[src/rtl/mem_port_arbiter_if.sv]
// rtl/mem_port_arbiter_if.sv - fetch/load-store/memory port bundle for mem_port_arbiter
interface mem_port_arbiter_if #(
  parameter int ADDR_W = 32,
  parameter int DATA_W = 32
);
  localparam int MASK_W = DATA_W / 8;

  logic              i_if_req;
  logic [ADDR_W-1:0] i_if_addr;
  logic              o_if_gnt;
  logic              o_if_rvalid;
  logic [DATA_W-1:0] o_if_rdata;

  logic              i_d_req;
  logic              i_d_wen;
  logic [ADDR_W-1:0] i_d_addr;
  logic [DATA_W-1:0] i_d_wdata;
  logic [MASK_W-1:0] i_d_mask;
  logic              o_d_gnt;
  logic              o_d_rvalid;
  logic [DATA_W-1:0] o_d_rdata;

  logic              o_mem_req;
  logic              o_mem_wen;
  logic [ADDR_W-1:0] o_mem_addr;
  logic [DATA_W-1:0] o_mem_wdata;
  logic [MASK_W-1:0] o_mem_mask;
  logic              i_mem_ready;
  logic              i_mem_rvalid;
  logic [DATA_W-1:0] i_mem_rdata;

  logic              o_timeout;

  // Arbiter side: consumes requests and memory responses, drives grants and memory requests.
  modport master (
    input  i_if_req, i_if_addr,
    input  i_d_req, i_d_wen, i_d_addr, i_d_wdata, i_d_mask,
    input  i_mem_ready, i_mem_rvalid, i_mem_rdata,
    output o_if_gnt, o_if_rvalid, o_if_rdata,
    output o_d_gnt, o_d_rvalid, o_d_rdata,
    output o_mem_req, o_mem_wen, o_mem_addr, o_mem_wdata, o_mem_mask,
    output o_timeout
  );

  // Environment side: the two pipeline requesters plus the memory.
  modport slave (
    output i_if_req, i_if_addr,
    output i_d_req, i_d_wen, i_d_addr, i_d_wdata, i_d_mask,
    output i_mem_ready, i_mem_rvalid, i_mem_rdata,
    input  o_if_gnt, o_if_rvalid, o_if_rdata,
    input  o_d_gnt, o_d_rvalid, o_d_rdata,
    input  o_mem_req, o_mem_wen, o_mem_addr, o_mem_wdata, o_mem_mask,
    input  o_timeout
  );
endinterface

[src/rtl/mem_port_arbiter.sv]
// rtl/mem_port_arbiter.sv - fetch vs load/store arbiter for the unified memory port (optional abort: MEM_ARB_TIMEOUT_EN)
module mem_port_arbiter #(
  parameter int ADDR_W  = 32,
  parameter int DATA_W  = 32,
  parameter int TIMEOUT = 64
) (
  input logic             i_clk,
  input logic             i_rst,
  mem_port_arbiter_if.master bus
);
  localparam int MASK_W = DATA_W / 8;

  typedef enum logic [1:0] {IDLE, ISSUE, WAIT} state_t;

  state_t state, state_nxt;
  logic   owner_d;   // 1: load/store owns the transaction, 0: fetch
  logic   if_prio;   // fetch gets the next contested slot
  logic   any_req;
  logic   pick_d;
  logic   done;
  logic   abort;
  logic   expired;

  // A timeout below 2 leaves memory no cycle to accept; this block only exists if that is configured.
  if (TIMEOUT < 2) begin : g_timeout_too_small
  end

  assign any_req   = bus.i_if_req | bus.i_d_req;
  assign bus.o_mem_req = (state == ISSUE);
  assign bus.o_if_gnt  = bus.o_mem_req & bus.i_mem_ready & ~owner_d;
  assign bus.o_d_gnt   = bus.o_mem_req & bus.i_mem_ready & owner_d;

`ifdef MEM_ARB_TIMEOUT_EN
  localparam int                CNT_W    = $clog2(TIMEOUT + 1);
  localparam logic [CNT_W-1:0]  TMO_LAST = CNT_W'(TIMEOUT - 1);

  logic [CNT_W-1:0] tmo_cnt;
  logic             timeout_q;

  // Occupancy counter: zero while idle, counts ISSUE/WAIT cycles, saturates at the last allowed cycle.
  always_ff @(posedge i_clk or posedge i_rst) begin
    if (i_rst) begin
      tmo_cnt <= '0;
    end else if (state == IDLE) begin
      tmo_cnt <= '0;
    end else if (tmo_cnt != TMO_LAST) begin
      tmo_cnt <= tmo_cnt + 1'b1;
    end
  end

  assign expired = (tmo_cnt == TMO_LAST);

  // Abort pulse accompanies the owner's zero-data response.
  always_ff @(posedge i_clk or posedge i_rst) begin
    if (i_rst) begin
      timeout_q <= 1'b0;
    end else begin
      timeout_q <= abort;
    end
  end

  assign bus.o_timeout = timeout_q;
`else
  assign expired       = 1'b0;
  assign bus.o_timeout = 1'b0;
`endif

  // Next state; a memory handshake in the final counted cycle wins over the abort.
  always_comb begin
    state_nxt = state;
    pick_d    = bus.i_d_req & (~bus.i_if_req | ~if_prio);
    done      = 1'b0;
    abort     = 1'b0;
    case (state)
      IDLE: begin
        if (any_req) state_nxt = ISSUE;
      end
      ISSUE: begin
        if (bus.i_mem_ready) begin
          state_nxt = WAIT;
        end else if (expired) begin
          abort     = 1'b1;
          state_nxt = IDLE;
        end
      end
      WAIT: begin
        if (bus.i_mem_rvalid) begin
          done      = 1'b1;
          state_nxt = IDLE;
        end else if (expired) begin
          abort     = 1'b1;
          state_nxt = IDLE;
        end
      end
      default: state_nxt = IDLE;
    endcase
  end

  // State register.
  always_ff @(posedge i_clk or posedge i_rst) begin
    if (i_rst) begin
      state <= IDLE;
    end else begin
      state <= state_nxt;
    end
  end

  // Capture owner and payload at arbitration; update the fetch anti-starvation flag.
  always_ff @(posedge i_clk or posedge i_rst) begin
    if (i_rst) begin
      owner_d         <= 1'b0;
      if_prio         <= 1'b0;
      bus.o_mem_wen   <= 1'b0;
      bus.o_mem_addr  <= '0;
      bus.o_mem_wdata <= '0;
      bus.o_mem_mask  <= '0;
    end else if (state == IDLE && any_req) begin
      owner_d <= pick_d;
      if (pick_d) begin
        if (bus.i_if_req) if_prio <= 1'b1;
        bus.o_mem_wen   <= bus.i_d_wen;
        bus.o_mem_addr  <= bus.i_d_addr;
        bus.o_mem_wdata <= bus.i_d_wdata;
        bus.o_mem_mask  <= bus.i_d_mask;
      end else begin
        if_prio         <= 1'b0;
        bus.o_mem_wen   <= 1'b0;
        bus.o_mem_addr  <= bus.i_if_addr;
        bus.o_mem_wdata <= '0;
        bus.o_mem_mask  <= {MASK_W{1'b1}};
      end
    end
  end

  // Route the completion (or abort with zero data) back to the owner, one cycle after memory.
  always_ff @(posedge i_clk or posedge i_rst) begin
    if (i_rst) begin
      bus.o_if_rvalid <= 1'b0;
      bus.o_d_rvalid  <= 1'b0;
      bus.o_if_rdata  <= '0;
      bus.o_d_rdata   <= '0;
    end else begin
      bus.o_if_rvalid <= (done | abort) & ~owner_d;
      bus.o_d_rvalid  <= (done | abort) & owner_d;
      if (done & ~owner_d) bus.o_if_rdata <= bus.i_mem_rdata;
      else if (abort & ~owner_d) bus.o_if_rdata <= '0;
      if (done & owner_d) bus.o_d_rdata <= bus.i_mem_rdata;
      else if (abort & owner_d) bus.o_d_rdata <= '0;
    end
  end
endmodule

[src/flat_wrapper.sv]
// flat-port wrapper written by rule: the top's interface ports become plain ports
module mem_port_arbiter_flat 
#(
  parameter int ADDR_W  = 32,
  parameter int DATA_W  = 32,
  parameter int TIMEOUT = 64
)
  (i_clk, i_rst, bus_i_if_req, bus_i_if_addr, bus_i_d_req, bus_i_d_wen, bus_i_d_addr, bus_i_d_wdata, bus_i_d_mask, bus_i_mem_ready, bus_i_mem_rvalid, bus_i_mem_rdata, bus_o_if_gnt, bus_o_if_rvalid, bus_o_if_rdata, bus_o_d_gnt, bus_o_d_rvalid, bus_o_d_rdata, bus_o_mem_req, bus_o_mem_wen, bus_o_mem_addr, bus_o_mem_wdata, bus_o_mem_mask, bus_o_timeout);
  mem_port_arbiter_if #(.ADDR_W(ADDR_W), .DATA_W(DATA_W)) bus_i ();
  input logic i_clk;
  input logic i_rst;
  input wire logic [$bits(bus_i.i_if_req)-1:0] bus_i_if_req;
  input wire logic [$bits(bus_i.i_if_addr)-1:0] bus_i_if_addr;
  input wire logic [$bits(bus_i.i_d_req)-1:0] bus_i_d_req;
  input wire logic [$bits(bus_i.i_d_wen)-1:0] bus_i_d_wen;
  input wire logic [$bits(bus_i.i_d_addr)-1:0] bus_i_d_addr;
  input wire logic [$bits(bus_i.i_d_wdata)-1:0] bus_i_d_wdata;
  input wire logic [$bits(bus_i.i_d_mask)-1:0] bus_i_d_mask;
  input wire logic [$bits(bus_i.i_mem_ready)-1:0] bus_i_mem_ready;
  input wire logic [$bits(bus_i.i_mem_rvalid)-1:0] bus_i_mem_rvalid;
  input wire logic [$bits(bus_i.i_mem_rdata)-1:0] bus_i_mem_rdata;
  output wire logic [$bits(bus_i.o_if_gnt)-1:0] bus_o_if_gnt;
  output wire logic [$bits(bus_i.o_if_rvalid)-1:0] bus_o_if_rvalid;
  output wire logic [$bits(bus_i.o_if_rdata)-1:0] bus_o_if_rdata;
  output wire logic [$bits(bus_i.o_d_gnt)-1:0] bus_o_d_gnt;
  output wire logic [$bits(bus_i.o_d_rvalid)-1:0] bus_o_d_rvalid;
  output wire logic [$bits(bus_i.o_d_rdata)-1:0] bus_o_d_rdata;
  output wire logic [$bits(bus_i.o_mem_req)-1:0] bus_o_mem_req;
  output wire logic [$bits(bus_i.o_mem_wen)-1:0] bus_o_mem_wen;
  output wire logic [$bits(bus_i.o_mem_addr)-1:0] bus_o_mem_addr;
  output wire logic [$bits(bus_i.o_mem_wdata)-1:0] bus_o_mem_wdata;
  output wire logic [$bits(bus_i.o_mem_mask)-1:0] bus_o_mem_mask;
  output wire logic [$bits(bus_i.o_timeout)-1:0] bus_o_timeout;
  assign bus_i.i_if_req = bus_i_if_req;
  assign bus_i.i_if_addr = bus_i_if_addr;
  assign bus_i.i_d_req = bus_i_d_req;
  assign bus_i.i_d_wen = bus_i_d_wen;
  assign bus_i.i_d_addr = bus_i_d_addr;
  assign bus_i.i_d_wdata = bus_i_d_wdata;
  assign bus_i.i_d_mask = bus_i_d_mask;
  assign bus_i.i_mem_ready = bus_i_mem_ready;
  assign bus_i.i_mem_rvalid = bus_i_mem_rvalid;
  assign bus_i.i_mem_rdata = bus_i_mem_rdata;
  assign bus_o_if_gnt = bus_i.o_if_gnt;
  assign bus_o_if_rvalid = bus_i.o_if_rvalid;
  assign bus_o_if_rdata = bus_i.o_if_rdata;
  assign bus_o_d_gnt = bus_i.o_d_gnt;
  assign bus_o_d_rvalid = bus_i.o_d_rvalid;
  assign bus_o_d_rdata = bus_i.o_d_rdata;
  assign bus_o_mem_req = bus_i.o_mem_req;
  assign bus_o_mem_wen = bus_i.o_mem_wen;
  assign bus_o_mem_addr = bus_i.o_mem_addr;
  assign bus_o_mem_wdata = bus_i.o_mem_wdata;
  assign bus_o_mem_mask = bus_i.o_mem_mask;
  assign bus_o_timeout = bus_i.o_timeout;
  mem_port_arbiter #(.ADDR_W(ADDR_W), .DATA_W(DATA_W), .TIMEOUT(TIMEOUT)) u_core (.i_clk(i_clk), .i_rst(i_rst), .bus(bus_i));
endmodule
[config.mk]
export PLATFORM = sky130hd
export DESIGN_NAME = mem_port_arbiter_flat
export DESIGN_NICKNAME = d
export VERILOG_FILES = /design/src/rtl/mem_port_arbiter_if.sv /design/src/rtl/mem_port_arbiter.sv /design/src/flat_wrapper.sv
export SDC_FILE = /design/constraint.sdc
export NUM_CORES = 1
export LEC_CHECK = 0
export ABC_CLOCK_PERIOD_IN_PS = 5900
export CELL_PAD_IN_SITES_DETAIL_PLACEMENT = 2
export CELL_PAD_IN_SITES_GLOBAL_PLACEMENT = 2
export CORE_MARGIN = 3
export CORE_UTILIZATION = 26
export CTS_BUF_LIST = sky130_fd_sc_hd__clkbuf_4
export CTS_CLUSTER_DIAMETER = 80
export CTS_CLUSTER_SIZE = 12
export DETAILED_ROUTE_END_ITERATION = 8
export PLACE_DENSITY = 0.91
export SLEW_MARGIN = 20
export SYNTH_ARGS = -nofsm -noshare
export SYNTH_HDL_FRONTEND = slang
export SYNTH_SLANG_ARGS = --single-unit
[constraint.sdc]
create_clock -name i_clk -period 5.9 [get_ports i_clk]
set_input_delay 0.59 -clock i_clk [delete_from_list [all_inputs] [get_ports i_clk]]
set_output_delay 0.59 -clock i_clk [all_outputs]
set_load 0.005 [all_outputs]
==> flow_summary_export.csv, run 1 <==
group,metric,value,unit
critical_path,path_class,"reg2out",
power,p_clk_frac,0.153,
power,comb_power_share,0.454,
power,total_power,4.33,mW
sta,period_share,0.446,
hold_path,min_path_type,"reg2reg",
clocking,cts.htree.levels,4,
sta,maxSlewViolCount,0,
floorplan,die_x,152,um
sta,setup_tns,0,ps
drt,wl_met1,7400,um
power,p_switching,1.33,mW
floorplan,dieArea,0.0231,mm2
final_layout,drive_gt1_frac,0.206,
clocking,clock-sinks,139,
job,cap_violations,0,
final_layout,layout_commonest_cell,"clkdlybuf4s50_1",
logic_synthesis,syn_area_per_cell,15.9,um2
grt,grt_max_degree,75,
clocking,clkLatencyLatePin,530,ps
sta,rsz0062_at_grt,"false",
drt,drc,0,
critical_path,worstPathArrival,2040,ps
critical_path,required,5310,ps
floorplan,die_h,152,um
sta,slew_headroom,0.429,
clocking,post_cts_resized,0,
critical_path,start_kind,"flop",
placed_design,place_congestion,0.811,
grt,track_usage,0.166,
logic_synthesis,synth.distinct_cells,26,
logic_synthesis,synth_area,0.00555,mm2
drt,vias,4112,
logic_synthesis,syn-num-nets,488,
placed_design,portBuffers,276,
drt,detail_route.wl_per_cell,20.8,um
sta,finalSetupViolations,0,
clocking,numCtsBuffers,17,
sta,final.min_clock_period,2630,ps
sta,fmax,380,MHz
drt,drtPass1Iterations,4,
logic_synthesis,synth_area_leader_cell,"dfrtp_1",
logic_synthesis,synth_seq_cells,139,
drt,drt_wl_total,19000,um
grt,grt_pass1_wl,30100,um
critical_path,critPathMaxFanout,4,
drt,dr_wl_met2,10400,um
drt,drtAntennaViolNets,0,
placed_design,dp_hpwl,14400,um
clocking,clk_pin_slew,130,ps
power,p_per_area,487,mW/mm2
final_layout,finalNetCount,769,
logic_synthesis,syn_inst,349,
power,p_leak,3.72,nW
placed_design,pre_cts_ws,2910,ps
sta,skew,16.5,ps
critical_path,critPathCaptureType,"output pin",
clocking,cts_buffer_depth,2,
drt,dr.max_layer_used,"met4",
logic_synthesis,yosysWarnings,0,
power,pwr-share-seq,0.393,
power,switching_share,0.306,
critical_path,r2r_slack,3850,ps
sta,worst-slew-pin-transition,857,ps
floorplan,start_util,0.269,
grt,grt_pass1_vias,4904,
clocking,cts_root_buf,"clkbuf_4",
drt,avgViaCountPerCell,4.50,
drt,drt_first_iter_violations,85,
floorplan,boundaryPins,278,
logic_synthesis,ys_top_cells_by_area,"dfrtp_1 (63%), mux2_2 (18%), mux2_1 (7.9%), a22o_1 (5.2%), buf_6 (1.2%)",
run_status,outcome,"complete, no violations",
clocking,postCtsSetupBuffers,0,
final_layout,area_growth,60.3,%
power,internal_power,3.00,mW
clocking,postCtsHoldBufs,0,
logic_synthesis,synth_seq_area_share,0.627,
clocking,cts_tree,"yes",
power,ir_drop,0.169,mV
grt,grt-ovfl-total,0,
grt,grt_antenna_before_repair,1,
floorplan,row_count,52,
drt,met3RoutedLength,1090,um
sta,fin_ws,3270,ps
logic_synthesis,synth.top_cell.area_share,0.627,
final_layout,layout_common_cells,"clkdlybuf4s50_1 (276), dfrtp_1 (139), mux2_2 (89), mux2_1 (39), a22o_1 (33)",
floorplan,coreArea,0.0206,mm2
sta,hold_viol,0,
-- sequential cells by signal, summed over array words and instances (netlist names), 2 cells and up --
| name | cells |
|---|---|
| u_core.bus.o_mem_mask | 4 |
| u_core.state | 2 |
| u_core.bus.o_d_rdata | 32 |
| u_core.bus.o_if_rdata | 32 |
| u_core.bus.o_mem_addr | 32 |
| u_core.bus.o_mem_wdata | 32 |
-- path summary, 6_finish.rpt --
path | start | endpoint | cells after the start
worst max-delay path | u_core.state[0] | bus_o_if_gnt | 4
worst min-delay path | u_core.bus.o_if_rdata[3] | u_core.bus.o_if_rdata[3] | 1
worst max register to register | u_core.if_prio | u_core.bus.o_mem_addr[7] | 4
worst min register to register | u_core.bus.o_if_rdata[3] | u_core.bus.o_if_rdata[3] | 1
max in group asynchronous | i_rst | u_core.bus.o_if_rdata[9] | 3
min in group asynchronous | i_rst | u_core.bus.o_mem_addr[5] | 2
-- cells by family (layout without fill, tap and decap cells) --
| logic type | count (synthesis) | count (layout) | share of synthesized area |
|---|---|---|---|
| simple gates | 13 | 13 | 0.0160 |
| compound gates | 44 | 44 | 0.0672 |
| other cells | 1 | 3 | 0.000676 |
| mux | 128 | 128 | 0.260 |
| buf+inv | 24 | 317 | 0.0291 |
| flops | 139 | 139 | 0.627 |
-- cell usage after synthesis --
| master | count |
|---|---|
| and3_1 | 2 |
| mux2_1 | 39 |
| nand2_1 | 3 |
| conb_1 | 1 |
| nand4b_1 | 1 |
| nor3b_4 | 1 |
| a21o_1 | 2 |
| inv_1 | 3 |
| o22a_1 | 4 |
| buf_6 | 6 |
| clkbuf_1 | 2 |
| a21boi_2 | 1 |
| nand2b_1 | 1 |
| a22o_1 | 33 |
| dfrtp_1 | 139 |
| and4b_1 | 1 |
| nor2_2 | 1 |
| o21ai_1 | 1 |
| nor2_1 | 1 |
| mux2_2 | 89 |
| buf_2 | 9 |
| nor2b_1 | 1 |
| buf_4 | 4 |
| nand3_1 | 1 |
| o21a_1 | 1 |
| o21ai_0 | 2 |
-- metrics by stage --
stage               utilization  std cells  hold WS [ps]  cell area, um2
finish                    0.431        914           506            8890
detailed placement        0.415        880           486            8560
floorplan                     -        349           483            5550
global placement          0.415        880           469            8560
CTS                       0.429        911           515            8860
global route              0.431        914           541            8890
-- power by group through the flow --
stage               logic [mW]  registers (mW)  clock network, mW
finish                    1.96            1.70              0.663
global route              2.11            1.78              0.747
CTS                       2.00            1.71              0.704
detailed placement        2.00            1.73                  0
global placement          1.90            1.68                  0
floorplan                0.704            1.70                  0
-- layer usage --
layer | up-vias | global-route usage
li1 | 1830 | -
met1 | 2106 | 0.188
met2 | 168 | 0.306
met3 | 8 | 0.0518
met4 | 0 | 0.0360
met5 | - | 0
-- critical path, stage by stage (launching register included) --
cell and delay (ps):
dfrtp_1 420, nor2b_1 290, nand2_1 120, nor2_1 130, clkdlybuf4s50_1 550
-- final cells by class --
type / instances / area, um2
clock buffers: 17 / 128
flip-flops and latches: 139 / 3480
well taps: 270 / 338
repair buffers: 283 / 2840
diodes: 2 / 5.00
clock inverters: 14 / 171
multi-input cells: 186 / 1920
fillers: 2031 / 11700
inverters: 3 / 16.3
Power figures use the tool's default switching activity.
==> run 2, diff against run 1 <==
--- a/config.mk
+++ b/config.mk
@@ -5,7 +5,7 @@
 export SDC_FILE = /design/constraint.sdc
 export NUM_CORES = 1
 export LEC_CHECK = 0
-export ABC_CLOCK_PERIOD_IN_PS = 5900
+export ABC_CLOCK_PERIOD_IN_PS = 2500
 export CELL_PAD_IN_SITES_DETAIL_PLACEMENT = 2
 export CELL_PAD_IN_SITES_GLOBAL_PLACEMENT = 2
 export CORE_MARGIN = 3
==> constraint.sdc (replaced) <==
create_clock -name i_clk -period 2.5 [get_ports i_clk]
set_input_delay 0.25 -clock i_clk [delete_from_list [all_inputs] [get_ports i_clk]]
set_output_delay 0.25 -clock i_clk [all_outputs]
set_load 0.005 [all_outputs]
==> flow_summary_export.csv, run 2 (synthesis gave the netlist of run 1 again) <==
group,metric,value,unit
run_status,outcome,"complete, no violations",
sta,worst-slew-pin-transition,798,ps
sta,hold_viol,0,
clocking,cts_root_buf,"clkbuf_4",
placed_design,place_congestion,0.784,
floorplan,start_util,0.269,
final_layout,finalNetCount,775,
drt,drc,0,
floorplan,boundaryPins,278,
critical_path,path_cells,"nor2b_2 -> nand2_1 -> nor2_1 -> clkdlybuf4s50_1",
grt,grt_pass1_vias,4947,
final_layout,final_util,0.435,
clocking,clkLatencyLatePin,530,ps
placed_design,dpl_cell_area,0.00865,mm2
floorplan,die_x,152,um
sta,rsz0062_at_grt,"false",
clocking,cts.htree.levels,4,
power,p_leak,3.75,nW
critical_path,critPathCaptureType,"output pin",
sta,skew,17.8,ps
placed_design,placedCellCount,887,
critical_path,required,2250,ps
sta,finalSetupViolations,0,
final_layout,area_growth,61.7,%
critical_path,crit_slowest_cell,"clkdlybuf4s50_1",
hold_path,min_path_type,"in2async",
floorplan,row_count,52,
sta,maxSlewViolCount,0,
drt,drt_wl_total,18800,um
critical_path,slowest_delay,570,ps
sta,slew_headroom,0.467,
clocking,clock-sinks,139,
placed_design,portBuffers,276,
clocking,cts_buffer_depth,2,
sta,final.min_clock_period,2210,ps
sta,hold_ws,206,ps
clocking,postCtsHoldBufs,0,
critical_path,critPathMaxFanout,4,
floorplan,coreArea,0.0206,mm2
floorplan,dieArea,0.0231,mm2
critical_path,start_kind,"flop",
clocking,cts_tree,"yes",
drt,vias,4152,
final_layout,layout_common_cells,"clkdlybuf4s50_1 (276), dfrtp_1 (139), mux2_2 (89), mux2_1 (39), a22o_1 (33)",
grt,track_usage,0.162,
critical_path,crit_family,"buffers and inverters",
placed_design,pre_cts_ws,185,ps
sta,fmax,453,MHz
grt,grt_antenna_before_repair,2,
drt,avgViaCountPerCell,4.51,
drt,drt_first_iter_violations,77,
placed_design,dp_hpwl,14500,um
sta,setup_tns,0,ps
clocking,post_cts_resized,0,
final_layout,stdcell_area,0.00897,mm2
grt,grt-ovfl-total,0,
drt,drtAntennaViolNets,0,
clocking,postCtsSetupBuffers,0,
job,cap_violations,0,
critical_path,path_class,"reg2out",
grt,grt_pass1_wl,29500,um
power,ir_drop,0.462,mV
critical_path,path_buf_inv,1,
floorplan,die_h,152,um
final_layout,fin_cells,921,
power,total_power,10.3,mW
power,p_per_area,1140,mW/mm2
sta,period_share,0.883,
drt,detail_route.wl_per_cell,20.4,um
grt,grt_max_degree,43,
critical_path,worstPathArrival,1960,ps
clocking,numCtsBuffers,17,
clocking,clk_pin_slew,140,ps
final_layout,drive_gt1_frac,0.216,
final_layout,layout_commonest_cell,"clkdlybuf4s50_1",
drt,drtPass1Iterations,4,
sta,fin_ws,292,ps
[run 2: changes by cell type in the layout (fill, tap and decap cells not counted)]
cell	change
and3_1	-1
and3_2	+1
buf_12	+3
buf_16	-1
buf_4	+4
clkinv_1	+1
clkinv_2	-3
clkinv_4	+1
clkinvlp_4	+1
inv_6	+1
nor2b_1	-1
nor2b_2	+1
[run 2: cell type report]
| class | count | area, um2 |
|---|---|---|
| fill | 2026 | 11700 |
| sequential | 139 | 3480 |
| timing repair buffer | 289 | 2900 |
| multi-input combinational | 186 | 1920 |
| tap | 270 | 338 |
| clock inverter | 15 | 186 |
| clock buffer | 17 | 128 |
| inverter | 3 | 15.0 |
| antenna | 2 | 5.00 |
[run 2: path summary, 6_finish.rpt]
path | from | end | slack, ps | depth (start not counted)
hold reg to reg | u_core.bus.o_if_rdata[0] | u_core.bus.o_if_rdata[0] | 510 | 1
setup / recovery | u_core.state[1] | bus_o_if_gnt | 290 | 4
setup reg to reg | u_core.state[0] | u_core.bus.o_if_rdata[9] | 720 | 4
hold / removal | i_rst | u_core.bus.o_if_rdata[0] | 210 | 2
min in group i_clk | bus_i_d_wdata[10] | u_core.bus.o_mem_wdata[10] | 330 | 2
max in group asynchronous | i_rst | u_core.bus.o_mem_addr[26] | 1600 | 3
[run 2: worst register-to-register path: cells and delay by family, from the launching register on]
kind	cells	cell delay (ps)
buffers and inverters	1	450
AND/OR/NAND/NOR	2	380
multiplexers	1	420
flip-flops	1	420
[run 2: power by group]
| part | total, mW | internal, mW | leakage (nW) | switching (mW) |
|---|---|---|---|---|
| Clock | 1.61 | 0.710 | 0.158 | 0.899 |
| Combinational | 4.65 | 3.06 | 1.89 | 1.58 |
| Sequential | 4.01 | 3.34 | 1.71 | 0.672 |
| Total | 10.3 | 7.11 | 3.75 | 3.16 |
[run 2: layer usage]
| layer | GRT usage | share of wire | up-vias |
|---|---|---|---|
| li1 | - | - | 1848 |
| met1 | 0.178 | 0.38 | 2139 |
| met2 | 0.310 | 0.56 | 156 |
| met3 | 0.0441 | 0.052 | 9 |
| met4 | 0.0347 | 0.0061 | 0 |
| met5 | 0 | 0 | - |
==> run 3, diff against run 2 <==
--- a/config.mk
+++ b/config.mk
@@ -5,6 +5,7 @@
 export SDC_FILE = /design/constraint.sdc
 export NUM_CORES = 1
 export LEC_CHECK = 0
+export ABC_AREA = 0
 export ABC_CLOCK_PERIOD_IN_PS = 2500
 export CELL_PAD_IN_SITES_DETAIL_PLACEMENT = 2
 export CELL_PAD_IN_SITES_GLOBAL_PLACEMENT = 2
==> results of run 3 <==
No change in the layout: final DEF, timing and power equal those of run 2.
